File: src/rtl/spm_pkg.sv
// rtl/spm_pkg.sv - shared state encoding and RUN-length helper for the spm sequencer
package spm_pkg;

  typedef enum logic [1:0] {
    IDLE = 2'd0,
    CLR  = 2'd1,
    RUN  = 2'd2,
    DONE = 2'd3
  } state_t;

  // Product bits trail the multiplier bits by the array latency.
  function automatic int run_len(input int n, input int arr_lat);
    return 2 * n + arr_lat;
  endfunction

endpackage

File: src/rtl/spm_sipo.sv
// rtl/spm_sipo.sv - serial-in parallel-out result register, fills from the MSB side
module spm_sipo #(
  parameter int W = 16
) (
  input  logic         clk,
  input  logic         rst,
  input  logic         clr,
  input  logic         shift_en,
  input  logic         din,
  output logic [W-1:0] q
);

  always_ff @(posedge clk or negedge rst) begin
    if (!rst) begin
      q <= '0;
    end else if (clr) begin
      q <= '0;
    end else if (shift_en) begin
      q <= {din, q[W-1:1]};
    end
  end

endmodule

File: src/rtl/spm_seq_ctrl.sv
// rtl/spm_seq_ctrl.sv - operand sequencer and result collector for the spm multiplier array
// Build option: define SPM_SEQ_CTRL_SIGNED_EN for two's-complement operands.
module spm_seq_ctrl
  import spm_pkg::*;
#(
  parameter int N       = 8,
  parameter int ARR_LAT = 1,
  parameter int CW      = $clog2(2 * N + ARR_LAT + 1)
) (
  input  logic           clk,
  input  logic           rst,
  input  logic           start_valid,
  output logic           start_ready,
  input  logic [N-1:0]   mc,
  input  logic [N-1:0]   mp,
  output logic [N-1:0]   x_out,
  output logic           y_out,
  output logic           arr_clr,
  input  logic           p_in,
  output logic           res_valid,
  input  logic           res_ready,
  output logic [2*N-1:0] prod
);

  localparam int            RUN_LEN = run_len(N, ARR_LAT);
  localparam logic [CW-1:0] LAST_K  = CW'(RUN_LEN - 1);
  localparam logic [CW-1:0] FIRST_P = CW'(ARR_LAT);

  state_t        state;
  state_t        state_nxt;
  logic [CW-1:0] cnt;
  logic [N-1:0]  mp_sr;
  logic          fill;
  logic          accept;
  logic          shift_en;

  assign accept   = start_valid && (state == IDLE);
  assign shift_en = (state == RUN) && (cnt >= FIRST_P);

`ifdef SPM_SEQ_CTRL_SIGNED_EN
  // Arithmetic shift keeps replaying the sign bit once the operand is exhausted.
  assign fill = mp_sr[N-1];
`else
  assign fill = 1'b0;
`endif

  always_ff @(posedge clk or negedge rst) begin
    if (!rst) begin
      state <= IDLE;
    end else begin
      state <= state_nxt;
    end
  end

  always_comb begin
    state_nxt = state;
    case (state)
      IDLE:    if (start_valid) state_nxt = CLR;
      CLR:     state_nxt = RUN;
      RUN:     if (cnt == LAST_K) state_nxt = DONE;
      DONE:    if (res_ready) state_nxt = IDLE;
      default: state_nxt = IDLE;
    endcase
  end

  always_comb begin
    start_ready = (state == IDLE);
    arr_clr     = (state == CLR);
    res_valid   = (state == DONE);
    y_out       = (state == RUN) ? mp_sr[0] : 1'b0;
  end

  always_ff @(posedge clk or negedge rst) begin
    if (!rst) begin
      cnt   <= '0;
      mp_sr <= '0;
      x_out <= '0;
    end else begin
      if (state == CLR) begin
        cnt <= '0;
      end else if (state == RUN) begin
        cnt <= cnt + CW'(1);
      end
      // x_out is only replaced by the next accepted operand pair.
      if (accept) begin
        x_out <= mc;
        mp_sr <= mp;
      end else if (state == RUN) begin
        mp_sr <= {fill, mp_sr[N-1:1]};
      end
    end
  end

  spm_sipo #(
    .W(2 * N)
  ) u_sipo (
    .clk      (clk),
    .rst      (rst),
    .clr      (arr_clr),
    .shift_en (shift_en),
    .din      (p_in),
    .q        (prod)
  );

endmodule

File: config.mk
export PLATFORM = sky130hd
export DESIGN_NAME = spm_seq_ctrl
export DESIGN_NICKNAME = d
export VERILOG_FILES = /design/src/rtl/spm_pkg.sv /design/src/rtl/spm_sipo.sv /design/src/rtl/spm_seq_ctrl.sv
export SDC_FILE = /design/constraint.sdc
export NUM_CORES = 1
export LEC_CHECK = 0
export CAP_MARGIN = 20
export CORE_ASPECT_RATIO = 0.9
export CORE_UTILIZATION = 50
export DETAILED_ROUTE_END_ITERATION = 10
export PLACE_DENSITY = 0.78
export SYNTH_ARGS = -nofsm -noshare
export SYNTH_HDL_FRONTEND = slang
export SYNTH_SLANG_ARGS = --single-unit
File: constraint.sdc
create_clock -name clk -period 2.2 [get_ports clk]
set_clock_uncertainty 0.15 [all_clocks]
set_input_delay 0.44 -clock clk [delete_from_list [all_inputs] [get_ports clk]]
set_output_delay 0.44 -clock clk [all_outputs]
set_load 0.1 [all_outputs]
Word level (Yosys, flattened, before mapping)
Cells that the tools add are included.
{ "word_totals": {"regBits": 39, "out_inout_bits": 28} }
{ "op_classes": {"addsub": 1, "n_lt_le_gt_ge": 1, "n_eq_ne": 7, "muxes": 11, "n_reduce_logical": 7} }
{ "ops": {"columns": ["operator", "n"], "rows": [
  ["$mux 16", 2],
  ["$mux 8", 2],
  ["$mux 5", 2],
  ["$pmux 2 s4", 1],
  ["$mux 2", 3],
  ["$reduce_bool 2->1", 3],
  ["$add 5x1->5 const B", 1],
  ["$eq 5x5->1 const B", 1],
  ["$ge 5x1->1 const B", 1],
  ["$eq 2x2->1 const B", 2],
  ["$ne 2x2->1 const B", 2],
  ["$reduce_and 3->1", 1],
  ["$eq 2x1->1 const B", 1],
  ["$logic_and 1x1->1", 2],
  ["$logic_not 2->1", 1],
  ["$ne 2x1->1 const B", 1],
  ["$mux 1", 1]
]} }

Logic depth before layout (Yosys ltp)
Gate-level depths: netlist (run 1).
{ "depth": {"ltp_word": 4, "ltp_mapped": 7, "depth_no_buf": 5} }

By module
From an unflattened synthesis (run 1), not the netlist that was laid out.
{ "hier_totals": {"cells_unflattened": 154, "area_unflattened_um2": 1814.2} }
{ "modules_own_cells": {"columns": ["module", "n_inst", "cells_each", "area_each_um2"], "rows": [
  ["spm_seq_ctrl", 1, 102, 1153.6],
  ["spm_sipo", 1, 52, 660.6]
]} }

Worst setup path after synthesis (run 1)
No wires, ideal clock.
{ "synth_path": {"kind": "reg-to-output", "from": "register state[0]", "to": "output port y_out", "arrival_time_ps": 2019, "required_time_ps": 1610, "setup_slack_ps": -409, "path_stages_with_launch": 7, "n_path_buf": 3, "path_cell_list": "dfrtp_1 > inv_1 > ha_1 > buf_2 > buf_2 > buf_1 > and2_1"} }
{ "synth_between": {"elab_chain_len": 2} }
{ "synth_lines": {"columns": ["item", "line_no", "text"], "rows": [
  ["start, declared", "spm_seq_ctrl.sv:29", "state_t state;"],
  ["start signal, assigned", "spm_seq_ctrl.sv:51", "state <= state_nxt;"],
  ["$eq 2x2->1", "spm_seq_ctrl.sv:70", "y_out = (state == RUN) ? mp_sr[0] : 1'b0;"],
  ["$mux 1", "spm_seq_ctrl.sv:70", null],
  ["end, declared", "spm_seq_ctrl.sv:17", "output logic y_out,"]
]} }
No other way between the ends.

Worst setup path after layout (run 1)
Ends and elaborated chain as after synthesis.

==> results of run 1 <==
[state kept, by name, summed over array words and instances, names as in the netlist]
name	count
state	2
x_out	8
cnt	5
u_sipo.q	16
mp_sr	8
[cell families after synthesis]
| logic type | count (synthesis) | synth area share [%] |
|---|---|---|
| mux | 17 | 8.47 |
| buf+inv | 29 | 5.98 |
| simple gates | 70 | 18.7 |
| compound gates | 48 | 16.9 |
| flops | 39 | 45.3 |
| fa+ha+maj | 8 | 4.64 |
[Yosys cell counts, drive strengths merged, types with 2 or more instances]
cell type / n
dfrtp: 39
o211ai: 15
buf: 13
nand3: 13
nand4: 13
mux2: 10
nand2: 10
nor2: 10
nor3b: 10
inv: 9
ha: 8
a21oi: 7
a41oi: 7
clkbuf: 7
mux2i: 7
a32oi: 6
nor2b: 6
a311o: 3
nor4b: 3
a31oi: 2
o21ai: 2
[through the flow]
step,setup WS [ns],util [%]
floorplan,-0.142,-
detailed placement,0.157,65.5
CTS,0.0204,68.4
global route,0.0163,68.5
global placement,0.191,65.5
finish,0.0600,68.5
[worst paths after layout]
| path | startpoint | to | slack, ns |
|---|---|---|---|
| setup / recovery | state[0]$_DFFE_PN0P_ | y_out | 0.06 |
| hold / removal | rst | x_out[5]$_DFFE_PN0P_ | 0.04 |
| setup reg to reg | cnt[1]$_DFFE_PN0P_ | u_sipo.q[8]$_DFFE_PN0P_ | 0.21 |
| hold reg to reg | x_out[5]$_DFFE_PN0P_ | x_out[5]$_DFFE_PN0P_ | 0.35 |
| max in group asynchronous | rst | state[0]$_DFFE_PN0P_ | 1.50 |
| min in group clk | x_out[5]$_DFFE_PN0P_ | x_out[5]$_DFFE_PN0P_ | 0.35 |
[cell type report]
class | instances | area (um2)
fillers | 318 | 1290
multi-input cells | 143 | 1070
flip-flops and latches | 39 | 976
repair buffers | 59 | 554
clock buffers | 6 | 82.6
well taps | 48 | 60.1
clock inverters | 2 | 35.0
inverters | 9 | 33.8
[layer usage]
metal / part of all wire (%) / track usage, % / vias to the layer above
li1: - / - / 889
met1: 46 / 29.6 / 889
met2: 49 / 35.5 / 43
met3: 3.7 / 4.73 / 7
met4: 1.1 / 8.25 / 0
met5: 0 / 0 / -
[critical path, cell delays in order (launching register included)]
cell	delay [ns]
sky130_fd_sc_hd__dfrtp_1	0.43
sky130_fd_sc_hd__inv_2	0.11
sky130_fd_sc_hd__ha_2	0.22
sky130_fd_sc_hd__buf_6	0.16
sky130_fd_sc_hd__and2_2	0.17
sky130_fd_sc_hd__buf_12	0.17
[timing repair]
item / 4_1_cts / 5_1_grt
setup endpoints to repair: 1 / 1
buffers inserted: 0 / 0
resized for setup: 2 / 1
==> impl_metrics.toml, run 1 <==
[layout]
layout.nets = 286
area_growth_syn_to_layout_pct = 30.4
post_route_cells_drive_above_1_share_pct = 23.3
final_cell_count_no_fill = 306
layout.cells.most_common_list = "sky130_fd_sc_hd__dfrtp_1 (39), sky130_fd_sc_hd__buf_4 (33), sky130_fd_sc_hd__clkdlybuf4s50_1 (19), sky130_fd_sc_hd__o211ai_1 (15)"
final_area_mm2 = 0.00281
mostFrequentLayoutCell = "sky130_fd_sc_hd__dfrtp_1"
insertedDiodeCount = 0

[synth]
synth_enable_flop_cells = 0
synth_top_area_cell = "sky130_fd_sc_hd__dfrtp_1"
synth_seq_area_share_pct = 45.3
ys_seq_elements = 39
yosys_most_used_dff = "sky130_fd_sc_hd__dfrtp_1"
mappedNetlistNets = 240
yosys_warnings = 0
synthArstFlopShare_pct = 100
synth_cell_types = 36
synthesis.area_per_instance_um2 = 10.2
synth.top_cell.area_share_pct = 45.3
synth.cell_area_mm2 = 0.00216
synth.top_cells.by_area = "sky130_fd_sc_hd__dfrtp_1 (45%), sky130_fd_sc_hd__o211ai_1 (5.2%), sky130_fd_sc_hd__ha_1 (4.6%)"
synthesized_instance_count = 211

[global_routing]
number_of_global_route_vias_before_repair = 1672
antenna_found_initial = 0
global_route.usage.total_pct = 22.2
global_route.overflow_total = 0
grt_max_degree = 40
grt_first_pass_wirelength_mm = 7.91

[sta]
finalCriticalPeriod_ns = 2.14
period_share_pct = 97.3
fin_setup_tns_ns = 0
worst_pin_slew_ns = 0.540
grt_setup_unrepaired = "no"
timing.hold.ws_ns = 0.0435
finalSetupViolCount = 0
worst_slew_margin_rel_pct = 63.8
clock.fmax_ghz = 0.467
slew_violations = 0
hold_viol_final = 0

[detailed_routing]
totalWireLength_mm = 4.83
drt_pre_antenna_iters = 10
num_vias = 1828
1st_iter_drt_viols = 199
remaining_drc_errors = 3
routed_via_density = 5.97
drt-wirelength-per-cell_um = 15.8
route.antenna.remaining_nets = 0

[cts]
numClockSinks = 39
root_buffer = "sky130_fd_sc_hd__clkbuf_8"
cts_tree = "built"
clk_transition_reported_paths_ns = 0.08
buffers_from_clock_root_to_sink_at_most = 2
insertion_delay_ns = 0.29
cts.htree.levels = 2
numCtsBuffers = 5
cts_hold_repair.buffers = 0

[critical_path]
crit_path_max_fanout = 8
critPathKind = "reg -> out"
cp.required_ns = 1.61
critPathArrivalTime_ns = 1.55
critical_path.endpoint_type = "output pin"
cp-start-kind = "flip-flop"
worst-r2r-cell-count = 6

[floorplanning]
core.rowCount = 22
coreArea_mm2 = 0.00410
top_level_ports = 49
die_area_mm2 = 0.00458
starting_density_of_the_core_pct = 52.6
die_width_um = 71.2
dieHeight_um = 64.3

[place]
routability_congestion_estimate = 0.754
place_hpwl_mm = 3.27
dp.cells = 298
detailed_place.area_mm2 = 0.00269
buffer_ports.inserted = 48

[outcome]
failed_checks = "design-rule violations"
run_status = "complete, but fails checks"

[flow_run]
maxCapViolations = 0

[min_path]
worst_hold_path_type = "in -> async"
Power of run 1 is not shown: default switching activity piles up to over one toggle a cycle in this logic, so the estimate is an artifact.
==> inputs of run 2 (changes only) <==
ABC_AREA = 1   (was default)
CORE_MARGIN = 5   (was default)
CORE_UTILIZATION = 49   (was 50)
PLACE_DENSITY = 0.77   (was 0.78)
TNS_END_PERCENT = 30   (was default)
==> run 2 against run 1 <==
Against the previous run:
- the run now ends clean
- wire length down 19%
- final area down 10%
- worst setup slack better by 0.22 ns
- cell count up 13%
- register-to-register slack better by 0.24 ns
- die area up 19%
- critical path type unchanged
==> impl_metrics.toml, run 2 <==
[global_routing]
global_route.usage.total_pct = 15.1
met2_usage_pct = 27.3
grt_max_degree = 28
grtUsageMet3_pct = 4.38
number_of_global_route_vias_before_repair = 1625
top_usage_layer = "met2"
grt_first_pass_wirelength_mm = 6.97
groute.layer.met1.usage_pct = 18.1
global_route.overflow_total = 0
antenna_found_initial = 0

[synth]
synth.cell_area_mm2 = 0.00199
synth_commonest_cells = "sky130_fd_sc_hd__nand2_1 (84), sky130_fd_sc_hd__dfrtp_1 (39), sky130_fd_sc_hd__inv_1 (29)"
synthArstFlopShare_pct = 100
synthMostInstantiatedCell = "sky130_fd_sc_hd__nand2_1"
yosys_warnings = 0
synth_seq_area_share_pct = 48.9
synth.top_cell.area_share_pct = 48.9
ys_seq_elements = 39
synthesis.area_per_instance_um2 = 8.04
synth_cell_types = 21
mappedNetlistNets = 277
synthesized_instance_count = 248
synth_top_area_cell = "sky130_fd_sc_hd__dfrtp_1"
synth.top_cells.by_area = "sky130_fd_sc_hd__dfrtp_1 (49%), sky130_fd_sc_hd__nand2_1 (16%), sky130_fd_sc_hd__nand3_1 (6.0%)"
synth_enable_flop_cells = 0
yosys_most_used_dff = "sky130_fd_sc_hd__dfrtp_1"

[critical_path]
worst-r2r-cell-count = 6
r2r_setup_slack_ns = 0.45
cp.required_ns = 1.61
critPathArrivalTime_ns = 1.33
timing.rr.start = "state[0]$_DFFE_PN0P_"
cp-start-kind = "flip-flop"
critPathKind = "reg -> out"
r2r-end = "mp_sr[5]$_DFFE_PN0P_"
crit_path_max_fanout = 4
critPathCapture = "y_out"
critical_path.endpoint_type = "output pin"
critical_path.startpoint = "state[0]$_DFFE_PN0P_"

[min_path]
worst_hold_path_type = "reg -> reg"

[layout]
mostFrequentLayoutCell = "sky130_fd_sc_hd__nand2_1"
insertedDiodeCount = 0
largest_register = "u_sipo.q"
post_route_cells_drive_above_1_share_pct = 16.4
layout.cells.most_common_list = "sky130_fd_sc_hd__nand2_1 (84), sky130_fd_sc_hd__dfrtp_1 (39), sky130_fd_sc_hd__inv_1 (29), sky130_fd_sc_hd__nor2_1 (28), sky130_fd_sc_hd__buf_4 (28)"
number_of_flip_flops_under_the_largest_register_name = 16
ff_latch_area_um2 = 976
area_growth_syn_to_layout_pct = 26.9
reg.largest.list = "u_sipo.q: 16 flops, mp_sr: 8 flops, x_out: 8 flops"
multi_input_area_um2 = 805
layout.nets = 327
num-fill-cells = 357
layout.core_utilization_pct = 63.0

[floorplanning]
starting_density_of_the_core_pct = 49.6
coreArea_mm2 = 0.00402
die_width_um = 77.3
top_level_ports = 49
die_area_mm2 = 0.00545
dieHeight_um = 70.5
core.rowCount = 22

[detailed_routing]
routed_via_density = 4.78
drt_pre_antenna_iters = 4
remaining_drc_errors = 0
totalWireLength_mm = 3.93
route.antenna.remaining_nets = 0
1st_iter_drt_viols = 75
drt-wirelength-per-cell_um = 11.3
num_vias = 1658

[cts]
buffers_from_clock_root_to_sink_at_most = 2
root_buffer = "sky130_fd_sc_hd__clkbuf_8"
cts_resized = 0
insertion_delay_ns = 0.28
clk_transition_reported_paths_ns = 0.07
numCtsBuffers = 5
cts.htree.levels = 2
cts_tree = "built"
numClockSinks = 39

[power_and_ir_drop]
peak_supply_drop_mv = 1.04
cellPowerDensity_mw_per_mm2 = 1550
leakagePower_nw = 1.35

[sta]
finalCriticalPeriod_ns = 1.92
clock.fmax_ghz = 0.522
period_share_pct = 87.1
grt_setup_unrepaired = "no"
fin_setup_tns_ns = 0
worst_pin_slew_ns = 0.341
finalSetupViolCount = 0
worst_slew_margin_rel_pct = 77.2
slew_violations = 0
hold_viol_final = 0

[outcome]
run_status = "completed"

[place]
place_hpwl_mm = 2.93
routability_congestion_estimate = 0.781
buffer_ports.inserted = 48

[flow_run]
maxCapViolations = 0
[run 2: how the worst min path moves through the flow]
stage,slack [ns],depth (start not counted),endpoint,startpoint
6_report,0.34,2,x_out[3]$_DFFE_PN0P_,x_out[3]$_DFFE_PN0P_
5_1_grt,0.38,2,x_out[4]$_DFFE_PN0P_,x_out[4]$_DFFE_PN0P_
3_5_place_dp,0.21,1,mp_sr[1]$_DFFE_PN0P_,rst
4_1_cts,0.34,2,x_out[3]$_DFFE_PN0P_,x_out[3]$_DFFE_PN0P_
3_3_place_gp,0.21,1,state[0]$_DFFE_PN0P_,rst
2_1_floorplan,-0.006,0,cnt[0]$_DFFE_PN0P_,rst
[run 2: logic make-up after synthesis]
kind of cell	share of synthesized area, %
fa+ha+maj	5.02
flops	48.9
simple gates	31.4
buf+inv	10.9
compound gates	3.76
[run 2: cell type report]
type | instances | area share (%)
Inverter | 30 | 4.45
Sequential cell | 39 | 38.6
Clock buffer | 7 | 3.02
Multi-Input combinational cell | 169 | 31.8
Tap cell | 48 | 2.37
Clock inverter | 1 | 0.198
Timing Repair Buffer | 53 | 19.6
[run 2: what timing repair did]
action                                  4_1_cts  5_1_grt
setup buffers                                 0        0
hold buffers                                  1        0
endpoints found under the setup margin        0        0
hold endpoints to repair                     11        0
[run 2: power breakdown]
group	internal (mW)	leakage [nW]	total (mW)	switching (mW)
Combinational	0.637	0.801	2.36	1.73
Sequential	0.945	0.507	1.11	0.163
Clock	0.222	0.0422	0.452	0.230
Total	1.81	1.35	3.93	2.12
[run 2: routing by layer]
| layer | vias to the layer above | routed length (um) |
|---|---|---|
| met5 | - | 0 |
| met4 | 0 | 17 |
| met3 | 4 | 291 |
| met2 | 45 | 1980 |
| met1 | 751 | 1640 |
| li1 | 858 | - |
[run 2: per-stage QoR]
stage / total power [mW] / hold slack (ns) / cell area [um2] / cells / setup WS [ns]
after floorplan: 3.05 / -0.00559 / 2000 / 248 / 0.0374
after global placement: 3.45 / 0.206 / 2440 / 338 / 0.348
after detailed placement: 3.50 / 0.209 / 2440 / 338 / 0.295
after CTS: 3.96 / 0.337 / 2530 / 347 / 0.255
after global routing: 4.19 / 0.376 / 2530 / 347 / 0.193
final: 3.93 / 0.335 / 2530 / 347 / 0.283
[run 2: worst max-delay path, cell delays in order, from the launching register on]
cell	delay, ns
sky130_fd_sc_hd__dfrtp_1	0.41
sky130_fd_sc_hd__inv_1	0.12
sky130_fd_sc_hd__ha_1	0.18
sky130_fd_sc_hd__nand2_1	0.05
sky130_fd_sc_hd__inv_1	0.10
sky130_fd_sc_hd__buf_12	0.18
Power figures use the tool's default switching activity.
==> inputs of run 3 (changes only) <==
CORE_UTILIZATION = 45   (was 49)
PLACE_DENSITY = 0.72   (was 0.77)
==> run 3 against run 2 <==
Against the previous run:
- flip-flop and latch count did not move
- clock-buffer cell count rose by 1
- sequential share of layout area fell by 0.73 points
- largest power group unchanged
- non-clock buffer count did not move
- wire length rose by 2.9%
- first-iteration DRC count rose by 21%
- die area rose by 7.7%
- register-to-register slack improved by 0.03 ns
- combinational power barely moved
- via count fell by 1.9%
- sequential power barely moved
==> impl_metrics.toml, run 3 (synthesis gave the netlist of run 2 again) <==
[critical_path]
crit_path_cell_trace = "inv_1 > ha_1 > nand2_1 > inv_1 > buf_12"
critPathKind = "reg -> out"
cp-start-kind = "flip-flop"
worst-r2r-cell-count = 6
critical_path.endpoint_type = "output pin"
critPathArrivalTime_ns = 1.35
slowest_delay_ns = 0.42
r2r-end = "mp_sr[4]$_DFFE_PN0P_"
critical_path.slowest_cell = "sky130_fd_sc_hd__dfrtp_1"
r2r_setup_slack_ns = 0.48
cp.required_ns = 1.61
timing.rr.start = "state[0]$_DFFE_PN0P_"
crit_family = "flip-flops"
worst_path_most_repeated_cell = "sky130_fd_sc_hd__inv_1"
critPathBufInv = 3
crit_path_max_fanout = 4

[layout]
largest_register = "u_sipo.q"
num-fill-cells = 406
post_route_cells_drive_above_1_share_pct = 16.7
insertedDiodeCount = 0
final_cell_count_no_fill = 361
layout.nets = 327
mostFrequentLayoutCell = "sky130_fd_sc_hd__nand2_1"
number_of_flip_flops_under_the_largest_register_name = 16
layout.cells.most_common_list = "sky130_fd_sc_hd__nand2_1 (84), sky130_fd_sc_hd__dfrtp_1 (39), sky130_fd_sc_hd__inv_1 (29), sky130_fd_sc_hd__nor2_1 (28), sky130_fd_sc_hd__buf_4 (27)"
reg.largest.list = "u_sipo.q: 16 flops, mp_sr: 8 flops, x_out: 8 flops"
ff_latch_area_um2 = 976
multi_input_area_um2 = 805
layout.core_utilization_pct = 59.0
area_growth_syn_to_layout_pct = 29.3

[outcome]
run_status = "completed"

[cts]
clk_transition_reported_paths_ns = 0.07
root_buffer = "sky130_fd_sc_hd__clkbuf_8"
buffers_from_clock_root_to_sink_at_most = 2
cts_tree = "built"
cts.htree.levels = 2
numCtsBuffers = 5
numClockSinks = 39
insertion_delay_ns = 0.29
cts_setup_buffers = 0

[detailed_routing]
route.antenna.remaining_nets = 0
drt_pre_antenna_iters = 4
remaining_drc_errors = 0
routed_via_density = 4.50
num_vias = 1626
drt-wirelength-per-cell_um = 11.2
totalWireLength_mm = 4.04
1st_iter_drt_viols = 91

[min_path]
worst_hold_path_type = "reg -> reg"
hold_path_depth = 2
hold_path.startpoint = "x_out[3]$_DFFE_PN0P_"
terminating_pin_of_the_worst_hold_path = "x_out[3]$_DFFE_PN0P_"

[sta]
grt_setup_unrepaired = "no"
finalCriticalPeriod_ns = 1.94
fin_setup_tns_ns = 0
clock.fmax_ghz = 0.515
worst_slew_margin_rel_pct = 81.4
worst_pin_slew_ns = 0.280
slew_violations = 0
finalSetupViolCount = 0
hold_viol_final = 0
period_share_pct = 88.3

[place]
dp.cells = 352
routability_congestion_estimate = 0.781
buffer_ports.inserted = 48
place_hpwl_mm = 2.91

[floorplanning]
die_area_mm2 = 0.00587
dieHeight_um = 73.2
core.rowCount = 23
top_level_ports = 49
die_width_um = 80.2
starting_density_of_the_core_pct = 45.6
coreArea_mm2 = 0.00437

[global_routing]
number_of_global_route_vias_before_repair = 1577
global_route.usage.total_pct = 15.5
grt_first_pass_wirelength_mm = 6.96
grt_max_degree = 40
global_route.overflow_total = 0
antenna_found_initial = 0

[power_and_ir_drop]
peak_supply_drop_mv = 1.07
leakagePower_nw = 1.36
cellPowerDensity_mw_per_mm2 = 1560
totalPowerFinal_mw = 4.01

[flow_run]
maxCapViolations = 0
run 3: cell types whose count changed in the layout (fill, tap and decap cells not counted):
cell                       before  now
sky130_fd_sc_hd__buf_4         28   27
sky130_fd_sc_hd__clkbuf_1       2    1
sky130_fd_sc_hd__buf_12         4    5
sky130_fd_sc_hd__clkinv_2       1    0
sky130_fd_sc_hd__clkbuf_8       5    7
run 3: worst max-delay path by stage:
| stage | start | slack (ns) | cells past startpoint | endpoint |
|---|---|---|---|---|
| floorplan | state[0]$_DFFE_PN0P_ | 0.04 | 6 | y_out |
| global placement | start_valid | 0.49 | 5 | mp_sr[3]$_DFFE_PN0P_ |
| detailed placement | start_valid | 0.45 | 5 | mp_sr[5]$_DFFE_PN0P_ |
| CTS | state[0]$_DFFE_PN0P_ | 0.23 | 5 | y_out |
| global route | state[0]$_DFFE_PN0P_ | 0.17 | 5 | y_out |
| finish | state[0]$_DFFE_PN0P_ | 0.26 | 5 | y_out |
run 3: where the power goes:
| group | internal, mW | switching (mW) |
|---|---|---|
| clock | 0.286 | 0.243 |
| sequential | 0.946 | 0.169 |
| combinational | 0.644 | 1.72 |
run 3: layer usage:
metal	wire (um)	GRT usage [%]	part of all wire [%]
met2	1970	26.6	49
met4	69	6.19	1.7
met5	0	0	0
met1	1760	18.7	44
met3	235	4.07	5.8
run 3: stage by stage:
stage,setup slack (ns),cell area (um2),hold slack [ns]
after floorplan,0.0374,2000,-0.00559
after global placement,0.494,2470,0.274
after detailed placement,0.446,2470,0.274
after CTS,0.228,2580,0.345
after global routing,0.167,2580,0.380
final,0.258,2580,0.338
run 3: repair_timing:
action | CTS | global route
hold buffers | 1 | 0
resized for setup | 0 | 0
endpoints found under the hold margin | 39 | 0
run 3: tightest hold or removal path: stages (launching register included):
cell and delay [ns]:
sky130_fd_sc_hd__dfrtp_1 0.35, sky130_fd_sc_hd__nand2_1 0.05, sky130_fd_sc_hd__nand2_1 0.06
run 3: layout make-up:
cell class,count,share of cell area (%)
inverters,30,4.37
multi-input cells,169,31.2
flip-flops and latches,39,37.8
repair buffers,53,19.7
well taps,62,3.01
clock buffers,8,3.88
==> RTL edit, RTL diff (config.mk and constraints of run 2) <==
Build with the macro `SPM_SEQ_CTRL_SIGNED_EN` defined.
--- a/src/rtl/spm_seq_ctrl.sv
+++ b/src/rtl/spm_seq_ctrl.sv
@@ -1,4 +1,6 @@
 // rtl/spm_seq_ctrl.sv - operand sequencer and result collector for the spm multiplier array
 // Build option: define SPM_SEQ_CTRL_SIGNED_EN for two's-complement operands.
+`define SPM_SEQ_CTRL_SIGNED_EN
+
 module spm_seq_ctrl
   import spm_pkg::*;
Formal check against the unedited RTL: no difference found for any inputs over 10 cycles, from zero or initial values and one cycle with rst low; that may be too few to reach the edited logic, so the function may still have changed.
==> RTL edit against run 2 <==
Design area about the same; synthesized cell count unchanged; total power rose by 1.3%; via count is 1.3% lower; critical path type unchanged; register-to-register slack better by 0.12 ns; routed wire length is 1.6% lower; sequential cell count unchanged; worst setup slack got worse by 0.063 ns; count of clock-buffer cells in the layout is 1 lower; area after synthesis about the same.
==> RTL edit: results (changes against run 2) <==
- Synth unique cells: 23 (+9.5%)
- Reg2Reg Depth: 7 (+1)
- Share of cells above drive strength 1: 16.4% (+0.055 points)
- Worst Max-Slew Pin Slew: 0.489 ns (+0.148 ns)
- 1st-pass router iterations: 4 (unchanged)
- Clock root buffer: clkbuf_8
- IO Port Bufs: 48 (unchanged)
- Yosys warning count: 0 (unchanged)
- Largest cells by area after synthesis: dfrtp_1 (49%), nand2_1 (17%), nand3_1 (5.5%)
- Nets@finish: 326 (-0.31%)
- Gr usage total: 15.0% (-0.13 points)
- Routability Congestion: 0.783 (+0.26%)
- Post-synthesis net count: 277 (unchanged)
- Seq/Total Area, Yosys: 49.0% (about the same)
- Clk Latency, worst-skew pair: 0.29 ns
- Pleak: 1.35 nW (-0.17%)
- # Post-CTS Setup Buffers: 0 (unchanged)
- Clock-pin slew on the worst setup and hold paths: 0.07 ns (about the same)
- Post-synth EDFFs: 0 (unchanged)
- Ant diodes: 0 (unchanged)
- Status: completed
- Resized cells post-CTS: 0 (unchanged)
- Starting DRT DRC Count: 111 (+48%)
- Delay-heaviest family, CP: flip-flops
- Routed len/inst: 11.2 microns (-1.3%)
- Peak VDD IR: 0.892 mV (-14%)
- Post-Place Cell Area: 2450 sq um (+0.36%)
- Slowest cell delay on critical path: between 0.4 and 0.5 ns
- Pre-CTS setup slack: 0.457 ns (+0.161 ns)
- CP max-delay cell: dfrtp_1
- Commonest cells post-synth: nand2_1 (88), dfrtp_1 (39), inv_1 (29)
- Reg2reg setup slack: 0.57 ns (+0.12 ns)
- Worst Hold Class: input pin to async pin
- First-pass GRT wire length: 6.78 mm (-2.7%)
- Asr flop ratio synth: 100% (unchanged)
- Vias in the first global route: 1537 (-5.4%)
- Critical-path maximum fanout: 4 (unchanged)
- DP Cell Count: 338 (unchanged)
- Via density: 4.73 (-1.0%)
- Regs by FF count: u_sipo.q (16), mp_sr (8), x_out (8)
- R2r endpoint: u_sipo.q[14]
- Top_reg_cell synth: dfrtp_1
- Via Count: 1636 (-1.3%)
- Largest net degree at the start of global routing: 40 (+43%)
- Detailed placement HPWL: 2.76 mm (-5.7%)
- Initial antenna violation count: 0 (unchanged)
- Arrival time at the worst endpoint: 1.39 ns (+0.06 ns)
- Max Root-Sink Buffers: 2 (unchanged)
- Post-synthesis cell count: 248 (unchanged)
- Reg2reg start: cnt[1]
- CTS HTree Levels: 2 (unchanged)
- Total CTS buffers: 5 (unchanged)
-- RTL edit: metrics by stage --
step           hold slack, ns  util [%]
4_1_cts                0.0552      63.0
6_report               0.0452      63.0
3_3_place_gp            0.314      60.9
5_1_grt                0.0922      63.0
2_1_floorplan        -0.00559         -
3_5_place_dp            0.316      60.9
-- RTL edit: routing by layer --
metal  vias up  global-route usage (%)  wire (microns)
li1        848                       -               -
met1       748                    18.5            1710
met2        38                    25.3            1890
met3         2                    5.03             258
met4         0                    3.44              12
met5         -                       0               0
-- RTL edit: power by group --
part	total, mW	internal (mW)	switching, mW
sequential	1.11	0.946	0.168
combinational	2.40	0.665	1.73
clock	0.468	0.222	0.246
-- RTL edit: worst max path at each step --
stage          slack, ns        to        start  depth (start not counted)
6_report            0.22     y_out     state[0]                          5
5_1_grt             0.14     y_out     state[0]                          5
4_1_cts             0.20     y_out     state[0]                          5
3_5_place_dp        0.46  mp_sr[6]  start_valid                          6
3_3_place_gp        0.49  mp_sr[6]  start_valid                          6
2_1_floorplan       0.04     y_out     state[0]                          6
-- RTL edit: cell families after synthesis --
logic type / Yosys count / synth area share [%]
compound gates: 14 / 3.64
fa+ha+maj: 8 / 5.02
simple gates: 147 / 31.4
flops: 39 / 49.0
buf+inv: 40 / 11.0
-- RTL edit: area by class of cell --
cell class                 count  area, sq um
clock buffer                   6         72.6
clock inverter                 2         12.5
fill                         358         1490
inverter                      30          113
multi-input combinational    169          801
sequential                    39          976
tap                           48         60.1
timing repair buffer          52          498
